[src/rtl/axis_uart_cfg_pkg.sv]
// rtl/axis_uart_cfg_pkg.sv - shared constants, FSM state types and divider helper for axis_uart_cfg
package axis_uart_cfg_pkg;

    localparam int PARITY_NONE = 0;
    localparam int PARITY_ODD  = 1;
    localparam int PARITY_EVEN = 2;

    localparam int TUSER_PERR = 0;
    localparam int TUSER_FERR = 1;

    // TX_LOAD holds the accepted byte until the first tick so the start bit is tick-aligned
    typedef enum logic [2:0] {
        TX_IDLE,
        TX_LOAD,
        TX_START,
        TX_DATA,
        TX_PARITY,
        TX_STOP
    } tx_state_e;

    typedef enum logic [2:0] {
        RX_IDLE,
        RX_START,
        RX_DATA,
        RX_PARITY,
        RX_STOP
    } rx_state_e;

    function automatic int calc_div(input longint clock, input longint baud);
        return int'((clock + baud * 8) / (baud * 16));
    endfunction

endpackage

[src/rtl/axis_uart_cfg_baud.sv]
// rtl/axis_uart_cfg_baud.sv - free-running 16x oversample tick generator shared by TX and RX
module axis_uart_cfg_baud #(
    parameter int DIV = 1
) (
    input  logic aclk,
    input  logic areset,
    output logic tick
);

    localparam int CW = (DIV > 1) ? $clog2(DIV) : 1;
    localparam logic [CW-1:0] LAST = CW'(DIV - 1);

    logic [CW-1:0] cnt_q;
    logic [CW-1:0] cnt_d;

    always_comb begin
        cnt_d = (cnt_q == LAST) ? '0 : cnt_q + 1'b1;
    end

    always_ff @(posedge aclk) begin
        if (areset) begin
            cnt_q <= '0;
        end else begin
            cnt_q <= cnt_d;
        end
    end

    assign tick = (cnt_q == LAST);

endmodule

[src/rtl/axis_uart_cfg.sv]
// rtl/axis_uart_cfg.sv - configurable AXI-Stream UART, 16x oversampled RX with status on tuser
// Optional internal TX->RX loopback port enabled by AXIS_UART_LOOPBACK_EN.
module axis_uart_cfg
    import axis_uart_cfg_pkg::*;
#(
    parameter int CLOCK     = 100_000_000,
    parameter int BAUD_RATE = 115_200,
    parameter int DATA_BITS = 8,
    parameter int PARITY    = 0,
    parameter int STOP_BITS = 1
) (
    input  logic                 aclk,
    input  logic                 areset,
`ifdef AXIS_UART_LOOPBACK_EN
    input  logic                 loopback,
`endif
    input  logic                 uart_rx,
    output logic                 uart_tx,
    input  logic [DATA_BITS-1:0] s_axis_tdata,
    input  logic                 s_axis_tvalid,
    output logic                 s_axis_tready,
    output logic [DATA_BITS-1:0] m_axis_tdata,
    output logic [1:0]           m_axis_tuser,
    output logic                 m_axis_tvalid,
    input  logic                 m_axis_tready,
    output logic                 rx_overrun,
    output logic                 tx_busy
);

    localparam int DIV = calc_div(CLOCK, BAUD_RATE);
    localparam logic [4:0] STOP_LAST = 5'(16 * STOP_BITS - 1);
    localparam logic [3:0] BIT_LAST  = 4'(DATA_BITS - 1);
    localparam logic       PAR_ODD   = (PARITY == PARITY_ODD);
    localparam bit         HAS_PAR   = (PARITY != PARITY_NONE);

    if (DIV < 1 || DATA_BITS < 5 || DATA_BITS > 9 || PARITY < 0 || PARITY > 2 ||
        (STOP_BITS != 1 && STOP_BITS != 2)) begin : g_cfg_error
        $error("axis_uart_cfg: illegal configuration");
    end

    logic tick;

    axis_uart_cfg_baud #(.DIV(DIV)) u_baud (
        .aclk   (aclk),
        .areset (areset),
        .tick   (tick)
    );

    logic lb;
`ifdef AXIS_UART_LOOPBACK_EN
    assign lb = loopback;
`else
    assign lb = 1'b0;
`endif

    // ---------------- TX ----------------
    tx_state_e           tx_state_q, tx_state_d;
    logic [4:0]          tx_cnt_q, tx_cnt_d;
    logic [3:0]          tx_bit_q, tx_bit_d;
    logic [DATA_BITS-1:0] tx_shreg_q, tx_shreg_d;
    logic                tx_par_q, tx_par_d;
    logic                tx_q, tx_d;
    logic                tx_busy_q, tx_busy_d;
    logic                tx_rdy_q, tx_rdy_d;
    logic                tx_hs;

    assign s_axis_tready = tx_rdy_q & ~areset;
    assign tx_hs         = s_axis_tvalid & s_axis_tready;
    assign tx_busy       = tx_busy_q | tx_hs;
    assign uart_tx       = lb ? 1'b1 : tx_q;

    always_comb begin
        tx_state_d = tx_state_q;
        tx_cnt_d   = tx_cnt_q;
        tx_bit_d   = tx_bit_q;
        tx_shreg_d = tx_shreg_q;
        tx_par_d   = tx_par_q;
        tx_d       = tx_q;
        tx_busy_d  = tx_busy_q;
        tx_rdy_d   = tx_rdy_q;
        case (tx_state_q)
            TX_IDLE: begin
                tx_rdy_d = 1'b1;
                if (tx_hs) begin
                    tx_shreg_d = s_axis_tdata;
                    tx_par_d   = (^s_axis_tdata) ^ PAR_ODD;
                    tx_state_d = TX_LOAD;
                    tx_rdy_d   = 1'b0;
                    tx_busy_d  = 1'b1;
                end
            end
            TX_LOAD: begin
                if (tick) begin
                    tx_d       = 1'b0;
                    tx_cnt_d   = '0;
                    tx_state_d = TX_START;
                end
            end
            TX_START: begin
                if (tick) begin
                    if (tx_cnt_q == 5'd15) begin
                        tx_cnt_d   = '0;
                        tx_bit_d   = '0;
                        tx_d       = tx_shreg_q[0];
                        tx_state_d = TX_DATA;
                    end else begin
                        tx_cnt_d = tx_cnt_q + 5'd1;
                    end
                end
            end
            TX_DATA: begin
                if (tick) begin
                    if (tx_cnt_q == 5'd15) begin
                        tx_cnt_d = '0;
                        if (tx_bit_q == BIT_LAST) begin
                            tx_d       = HAS_PAR ? tx_par_q : 1'b1;
                            tx_state_d = HAS_PAR ? TX_PARITY : TX_STOP;
                        end else begin
                            tx_bit_d   = tx_bit_q + 4'd1;
                            tx_shreg_d = {1'b0, tx_shreg_q[DATA_BITS-1:1]};
                            tx_d       = tx_shreg_q[1];
                        end
                    end else begin
                        tx_cnt_d = tx_cnt_q + 5'd1;
                    end
                end
            end
            TX_PARITY: begin
                if (tick) begin
                    if (tx_cnt_q == 5'd15) begin
                        tx_cnt_d   = '0;
                        tx_d       = 1'b1;
                        tx_state_d = TX_STOP;
                    end else begin
                        tx_cnt_d = tx_cnt_q + 5'd1;
                    end
                end
            end
            TX_STOP: begin
                if (tick) begin
                    if (tx_cnt_q == STOP_LAST) begin
                        tx_cnt_d   = '0;
                        tx_busy_d  = 1'b0;
                        tx_rdy_d   = 1'b1;
                        tx_state_d = TX_IDLE;
                    end else begin
                        tx_cnt_d = tx_cnt_q + 5'd1;
                    end
                end
            end
            default: tx_state_d = TX_IDLE;
        endcase
    end

    always_ff @(posedge aclk) begin
        if (areset) begin
            tx_state_q <= TX_IDLE;
            tx_cnt_q   <= '0;
            tx_bit_q   <= '0;
            tx_shreg_q <= '0;
            tx_par_q   <= 1'b0;
            tx_q       <= 1'b1;
            tx_busy_q  <= 1'b0;
            tx_rdy_q   <= 1'b0;
        end else begin
            tx_state_q <= tx_state_d;
            tx_cnt_q   <= tx_cnt_d;
            tx_bit_q   <= tx_bit_d;
            tx_shreg_q <= tx_shreg_d;
            tx_par_q   <= tx_par_d;
            tx_q       <= tx_d;
            tx_busy_q  <= tx_busy_d;
            tx_rdy_q   <= tx_rdy_d;
        end
    end

    // ---------------- RX ----------------
    logic                 rx_in;
    logic                 rx_s1_q, rx_s1_d;
    logic                 rx_s2_q, rx_s2_d;
    rx_state_e            rx_state_q, rx_state_d;
    logic [3:0]           rx_cnt_q, rx_cnt_d;
    logic [3:0]           rx_bit_q, rx_bit_d;
    logic [DATA_BITS-1:0] rx_shreg_q, rx_shreg_d;
    logic                 rx_perr_q, rx_perr_d;
    logic [DATA_BITS-1:0] m_tdata_q, m_tdata_d;
    logic [1:0]           m_tuser_q, m_tuser_d;
    logic                 m_tvalid_q, m_tvalid_d;
    logic                 ovr_q, ovr_d;
    logic                 rx_done_c;
    logic                 rx_ferr_c;

    assign rx_in         = lb ? tx_q : uart_rx;
    assign m_axis_tdata  = m_tdata_q;
    assign m_axis_tuser  = m_tuser_q;
    assign m_axis_tvalid = m_tvalid_q;
    assign rx_overrun    = ovr_q;

    always_comb begin
        rx_s1_d    = rx_in;
        rx_s2_d    = rx_s1_q;
        rx_state_d = rx_state_q;
        rx_cnt_d   = rx_cnt_q;
        rx_bit_d   = rx_bit_q;
        rx_shreg_d = rx_shreg_q;
        rx_perr_d  = rx_perr_q;
        rx_done_c  = 1'b0;
        rx_ferr_c  = 1'b0;
        case (rx_state_q)
            RX_IDLE: begin
                if (tick && !rx_s2_q) begin
                    rx_cnt_d   = '0;
                    rx_state_d = RX_START;
                end
            end
            RX_START: begin
                if (tick) begin
                    if (rx_cnt_q == 4'd7) begin
                        rx_cnt_d   = '0;
                        rx_bit_d   = '0;
                        rx_perr_d  = 1'b0;
                        rx_state_d = rx_s2_q ? RX_IDLE : RX_DATA;
                    end else begin
                        rx_cnt_d = rx_cnt_q + 4'd1;
                    end
                end
            end
            RX_DATA: begin
                if (tick) begin
                    rx_cnt_d = rx_cnt_q + 4'd1;
                    if (rx_cnt_q == 4'd15) begin
                        rx_shreg_d = {rx_s2_q, rx_shreg_q[DATA_BITS-1:1]};
                        if (rx_bit_q == BIT_LAST) begin
                            rx_state_d = HAS_PAR ? RX_PARITY : RX_STOP;
                        end else begin
                            rx_bit_d = rx_bit_q + 4'd1;
                        end
                    end
                end
            end
            RX_PARITY: begin
                if (tick) begin
                    rx_cnt_d = rx_cnt_q + 4'd1;
                    if (rx_cnt_q == 4'd15) begin
                        rx_perr_d  = rx_s2_q ^ (^rx_shreg_q) ^ PAR_ODD;
                        rx_state_d = RX_STOP;
                    end
                end
            end
            RX_STOP: begin
                if (tick) begin
                    rx_cnt_d = rx_cnt_q + 4'd1;
                    // only the first stop bit is checked; we leave before it ends
                    if (rx_cnt_q == 4'd15) begin
                        rx_done_c  = 1'b1;
                        rx_ferr_c  = ~rx_s2_q;
                        rx_state_d = RX_IDLE;
                    end
                end
            end
            default: rx_state_d = RX_IDLE;
        endcase
    end

    always_comb begin
        m_tdata_d  = m_tdata_q;
        m_tuser_d  = m_tuser_q;
        m_tvalid_d = m_tvalid_q;
        ovr_d      = 1'b0;
        if (rx_done_c) begin
            if (!m_tvalid_q || m_axis_tready) begin
                m_tdata_d             = rx_shreg_q;
                m_tuser_d[TUSER_PERR] = rx_perr_q;
                m_tuser_d[TUSER_FERR] = rx_ferr_c;
                m_tvalid_d            = 1'b1;
            end else begin
                ovr_d = 1'b1;
            end
        end else if (m_tvalid_q && m_axis_tready) begin
            m_tvalid_d = 1'b0;
        end
    end

    always_ff @(posedge aclk) begin
        if (areset) begin
            rx_s1_q    <= 1'b1;
            rx_s2_q    <= 1'b1;
            rx_state_q <= RX_IDLE;
            rx_cnt_q   <= '0;
            rx_bit_q   <= '0;
            rx_shreg_q <= '0;
            rx_perr_q  <= 1'b0;
            m_tdata_q  <= '0;
            m_tuser_q  <= '0;
            m_tvalid_q <= 1'b0;
            ovr_q      <= 1'b0;
        end else begin
            rx_s1_q    <= rx_s1_d;
            rx_s2_q    <= rx_s2_d;
            rx_state_q <= rx_state_d;
            rx_cnt_q   <= rx_cnt_d;
            rx_bit_q   <= rx_bit_d;
            rx_shreg_q <= rx_shreg_d;
            rx_perr_q  <= rx_perr_d;
            m_tdata_q  <= m_tdata_d;
            m_tuser_q  <= m_tuser_d;
            m_tvalid_q <= m_tvalid_d;
            ovr_q      <= ovr_d;
        end
    end

endmodule

[config.mk]
export PLATFORM = sky130hd
export DESIGN_NAME = axis_uart_cfg
export DESIGN_NICKNAME = d
export VERILOG_FILES = /design/src/rtl/axis_uart_cfg_pkg.sv /design/src/rtl/axis_uart_cfg_baud.sv /design/src/rtl/axis_uart_cfg.sv
export SDC_FILE = /design/constraint.sdc
export NUM_CORES = 1
export LEC_CHECK = 0
export CORE_MARGIN = 5
export CORE_UTILIZATION = 30
export DETAILED_ROUTE_END_ITERATION = 10
export GPL_ROUTABILITY_DRIVEN = 0
export SLEW_MARGIN = 10
export SYNTH_ARGS = -nofsm -noshare
export SYNTH_HDL_FRONTEND = slang
export SYNTH_SLANG_ARGS = --single-unit
[constraint.sdc]
create_clock -name aclk -period 2.3 [get_ports aclk]
set_input_delay 0.46 -clock aclk [delete_from_list [all_inputs] [get_ports aclk]]
set_output_delay 0.46 -clock aclk [all_outputs]
set_load 0.1 [all_outputs]
* After elaboration in Yosys (flattened, before gate mapping) *
Index checks and enable logic that the tools add are counted.

word-level totals
  flip-flop bits (word level) = 63
  bits in latches = 0
  bits in writable memories = 0
  bits in read-only memories = 0
  input port bits = 13
  output and inout port bits = 15
  word-level logic and storage cells = 187
  memories = 0

operators by class
  add/subtract/negate cells = 5
  $mul = 0
  divide/modulo/power cells = 0
  $lt $le $gt $ge = 0
  eq/ne operators = 41
  shifts and indexed selects = 0
  multiplexer cells = 80
  bitwise gates (word level) = 7
  reduce and logical (&&, ||, !) cells = 35

operators with widths
  kind                                           number
  two-way mux 3 bit                              21
  two-way mux 4 bit                              14
  != test 2 bit, second input constant           23
  two-way mux 8 bit                              4
  two-way mux 1 bit                              26
  one-hot mux 3 bit (6 select lines)             1
  one-hot mux 4 bit (2 select lines)             2
  one-hot mux 8 bit (2 select lines)             1
  two-way mux 5 bit                              3
  one-hot mux 3 bit (5 select lines)             1
  nonzero test 2 bit                             7
  adder 4 x 1 -> 4 bit, second input constant    3
  == test 3 x 2 -> 1 bit, second input constant  4
  == test 4 x 3 -> 1 bit, second input constant  3
  one-hot mux 4 bit (3 select lines)             1
  AND reduction 6 bit                            2
  AND reduction 11 bit                           1
  one-hot mux 5 bit (2 select lines)             1
  AND reduction 10 bit                           1
  AND reduction 5 bit                            2
  == test 3 bit, second input constant           3
  AND reduction 3 bit                            3
  AND reduction 4 bit                            2
  AND reduction 8 bit                            1
  other kinds (25)                               38

* Logic depth before layout (Yosys ltp) *
  depth in word-level cells = 6
  mapped depth = 8
  mapped depth without buffers = 6

* By module *
Synthesis repeated with hierarchy kept, for this count alone.

second synthesis, totals
  cell total of the unflattened synthesis = 355
  area, all modules = 3106.7 um^2

modules (own cells, without submodules)
  module              times used  cells an instance  area an instance (um^2)
  axis_uart_cfg       1           326                2847.7
  axis_uart_cfg_baud  1           29                 259.0

* Worst setup path after synthesis *
Ideal clock, no wire load.

  path type = input to output
  start = in areset
  end = out s_axis_tready
  arrival = 2.156 ns
  required time = 1.840 ns
  path slack = -0.316 ns
  stages = 3
  path buffers = 2
  path through = clkbuf_1 clkbuf_1 nor2b_1

on the way
  cells in the longest elaborated chain, start to end = 2

RTL lines
  item               RTL line             RTL
  from (decl)        axis_uart_cfg.sv:13  input logic areset,
  NOT 1 bit          axis_uart_cfg.sv:67  assign s_axis_tready = tx_rdy_q & ~areset;
  bitwise AND 1 bit  axis_uart_cfg.sv:67
  to (decl)          axis_uart_cfg.sv:21  output logic s_axis_tready,

No other way between the ends.

* Worst setup path in the final report *
  start = reg tx_cnt_q[0]
  end = reg tx_shreg_q[0]

on the way
  cells in the longest elaborated chain, start to end = 3

RTL lines
  item                           RTL line              RTL
  from (decl)                    axis_uart_cfg.sv:58   logic [4:0] tx_cnt_q, tx_cnt_d;
  from (signal assigned)         axis_uart_cfg.sv:167  tx_cnt_q <= tx_cnt_d;
  == test 5 x 4 -> 1 bit         axis_uart_cfg.sv:113  if (tx_cnt_q == 5'd15) begin
  != test 2 bit (no line)        n/a
  AND reduction 5 bit (no line)  n/a
  to (signal assigned)           axis_uart_cfg.sv:169  tx_shreg_q <= tx_shreg_d;
  to (decl)                      axis_uart_cfg.sv:60   logic [DATA_BITS-1:0] tx_shreg_q, tx_shreg_d;

No other way between the ends.
A chain may end at the register's enable or synchronous reset.

==> results.cfg <==
[critical_path]
cp-end-kind = flip-flop
critical_path_class = reg -> reg
cp_slowest_cell = o31ai_2
slowest_delay_ns = 0.59
start_kind = flip-flop
cp.arrival_ns = 2.24
cp_top_family = compound AO/OA/AOI/OAI gates
cp.required_ns = 2.54
worstPathCellList = ha_1 > nand4b_1 > o31ai_2 > a31oi_1 > a311oi_1
path_buf_inv = 0
crit_start = tx_cnt_q[0]$_SDFFE_PP0P_
timing.rr.start = tx_cnt_q[0]$_SDFFE_PP0P_
cp_max_fo = 7

[floorplan]
rows = 38
ioPinCount = 28
chipWidth_um = 115
start_util_pct = 30.4
die_area_um2 = 13100
die_y_um = 115
coreArea_um2 = 10800

[clock_tree]
clk_path_buf_depth = 2
cts_buffers = 9
cts_tree = yes
clk_pin_slew_ns = 0.07
postCtsHoldBufs = 0
post_cts_buffers = 0
cts_num_sinks = 63
insertion_delay_ns = 0.35
h-tree-depth = 3
clockRootBuffer = clkbuf_8
cts_resized = 0

[run]
maxCapViolCount = 0

[timing]
final-hold-violation-count = 0
fin_setup_tns_ns = 0
max_freq_mhz = 500
fin_crit_sh_pct = 87.0
drv_slew = 0
rsz0062_at_grt = false
finalSetupViolCount = 0
worst_pin_slew_ns = 0.652
period_needed_ns = 2.00
clock-skew-final_ns = 0.0111
slew_headroom_pct = 56.4
setup_slack_ns = 0.300

[worst_hold_path]
hp-class = in -> reg
min_from = areset

[final_layout]
antennaDiodeCount = 0
layout-drive-gt1-share_pct = 15.1
multi_input_area_um2 = 1880
nets = 421
fillCellCount = 1124
area_growth_pct = 17.3
regArea_um2 = 1260

[yosys]
synth_ff_type = dfxtp_1
synth_cells = 378
yosysTopAreaCell = dfxtp_1
syn_nets = 399
synth.distinct_cells = 59
synth_top_cell_area_share_pct = 38.4
synth_edf_count = 0
synth_area_per_cell_um2 = 8.69
synth_area_um2 = 3280
ys_warn_count = 0
seq_area_frac_synth_pct = 38.4
async_flop_share_pct = 0
synth_area_leaders = dfxtp_1 (38%), a21oi_1 (4.7%), mux2i_1 (4.3%)
synth_seq_cells = 63

[placed_design]
dpl.hpwl_um = 5230
place_ws_ns = 0.0527
portBuffers = 27

[routing]
antenna_left = 0
postRouteWirelength_um = 7610
viasPerCell = 5.34
wire_per_inst_um = 14.0
drtPass1Iterations = 4
drcViolationCount = 0
num_vias = 2908
drtIter0Drc = 242

[global_route]
grt_max_degree = 44
grt_antenna_before_repair = 0
grt_pass1_wl_um = 12900
grt_pass1_vias = 2767
grt-ovfl-total = 0
grt_use_total_pct = 11.9

[power_and_ir_drop]
vdd_drop_max_v = 0.000224
p_leak_uw = 0.00139
power.density_nw_per_um2 = 577

[status]
status = complete, no violations
-- power by group --
group	internal [uW]	leakage, uW	total, uW	switching, uW
Sequential	1120	0.000511	1150	25.7
Combinational	93.9	0.000791	219	125
Clock	392	0.0000894	855	463
Total	1610	0.00139	2220	614
-- cell type report --
type | count | share of cell area [%]
clock inverter | 7 | 1.27
sequential | 63 | 32.8
multi-input combinational | 280 | 48.7
clock buffer | 9 | 3.22
timing repair buffer | 38 | 8.71
inverter | 8 | 0.780
tap | 140 | 4.55
-- routing by layer --
| metal | track usage (%) | vias to the layer above | part of all wire (%) |
|---|---|---|---|
| met5 | 0 | - | 0 |
| met4 | 5.62 | 0 | 1.9 |
| met3 | 2.54 | 12 | 3.8 |
| met2 | 18.6 | 50 | 46 |
| met1 | 15.6 | 1385 | 48 |
| li1 | - | 1461 | - |
-- cell usage after synthesis (2+ instances only) --
| cell type | instances |
|---|---|
| xnor2_1 | 10 |
| o211ai_1 | 4 |
| nand4_1 | 4 |
| a31oi_1 | 11 |
| nand2b_1 | 7 |
| o31ai_1 | 5 |
| nand3_1 | 19 |
| xor2_1 | 2 |
| nand3b_1 | 4 |
| nand4b_1 | 4 |
| and4b_1 | 2 |
| nor2b_1 | 4 |
| nor2_1 | 24 |
| and3b_1 | 3 |
| or2_2 | 4 |
| or3_1 | 6 |
| nor3_1 | 11 |
| and3_1 | 2 |
| and4_1 | 3 |
| dfxtp_1 | 63 |
| o21ai_0 | 21 |
| nor3b_1 | 3 |
| buf_1 | 2 |
| and2_1 | 3 |
| a21oi_1 | 31 |
| a31o_2 | 3 |
| a211oi_1 | 3 |
| a311oi_1 | 8 |
| nand2_1 | 24 |
| inv_1 | 8 |
| clkbuf_1 | 15 |
| a41oi_1 | 4 |
| ha_1 | 8 |
| or4_1 | 7 |
| mux2i_1 | 14 |
| buf_4 | 4 |
| buf_2 | 6 |
-- worst register-to-register path, delay by kind of cell, from the launching register on --
| kind | cells | cell delay (ns) |
|---|---|---|
| and+or+nand+nor | 1 | 0.22 |
| adders and majority gates | 1 | 0.25 |
| DFF | 1 | 0.39 |
| AOI/OAI and AO/OA | 3 | 1.05 |
-- through the flow --
stage / cells / util [%] / power, uW / cell area [um2] / hold slack [ns]
6_report: 545 / 35.7 / 2220 / 3850 / 0.395
5_1_grt: 545 / 35.7 / 2340 / 3850 / 0.394
4_1_cts: 545 / 35.6 / 2260 / 3840 / 0.381
3_5_place_dp: 529 / 34.0 / 1390 / 3670 / 0.399
3_3_place_gp: 529 / 34.0 / 1380 / 3670 / 0.393
2_1_floorplan: 378 / - / 1310 / 3290 / 0.389
-- state kept, by name, summed over array words and instances, names as in the netlist --
register / cells
rx_overrun: 1
tx_shreg_q: 8
tx_bit_q: 4
uart_tx: 1
m_axis_tvalid: 1
rx_bit_q: 4
m_axis_tuser: 2
rx_s1_q: 1
tx_busy_q: 1
rx_s2_q: 1
rx_cnt_q: 4
tx_cnt_q: 5
rx_state_q: 3
m_axis_tdata: 8
rx_shreg_q: 8
tx_rdy_q: 1
u_baud.cnt_q: 6
tx_state_q: 3
rx_perr_q: 1
-- final timing paths --
path / to / cells after the start / slack [ns]
setup / recovery: tx_shreg_q[0]$_SDFFE_PP0P_ / 5 / 0.30
hold / removal: tx_state_q[0]$_SDFFE_PP0P_ / 2 / 0.39
setup reg to reg: tx_shreg_q[0]$_SDFFE_PP0P_ / 5 / 0.30
hold reg to reg: rx_s2_q$_SDFF_PP1_ / 1 / 0.41
-- kinds of logic (layout without fill, tap and decap cells) --
family / Yosys count / in the layout / share of synthesized area (%)
simple gates: 143 / 143 / 25.4
flops: 63 / 63 / 38.4
xor+xnor: 13 / 13 / 3.89
mux: 14 / 14 / 4.27
fa+ha+maj: 8 / 8 / 3.05
compound gates: 102 / 102 / 20.3
buf+inv: 35 / 62 / 4.69
-- cells in the final DEF (no fill, tap or decap), drive strengths merged, types with 5 or more instances in the layout --
cell | Yosys | routed
clkinv | 0 | 5
clkbuf | 15 | 9
buf | 12 | 27
dfxtp | 63 | 63
or3 | 6 | 6
mux2i | 14 | 14
o21ai | 21 | 21
a31oi | 11 | 11
o31ai | 6 | 6
nand3 | 21 | 21
ha | 8 | 8
clkdlybuf4s50 | 0 | 11
inv | 8 | 9
a21oi | 31 | 31
a311oi | 8 | 8
nand2b | 7 | 7
nand2 | 24 | 24
xnor2 | 10 | 10
nor3 | 11 | 11
nand3b | 5 | 5
or4 | 7 | 7
nor2 | 24 | 24
nand4 | 5 | 5
Note: power is estimated with default switching activity, not from simulation.
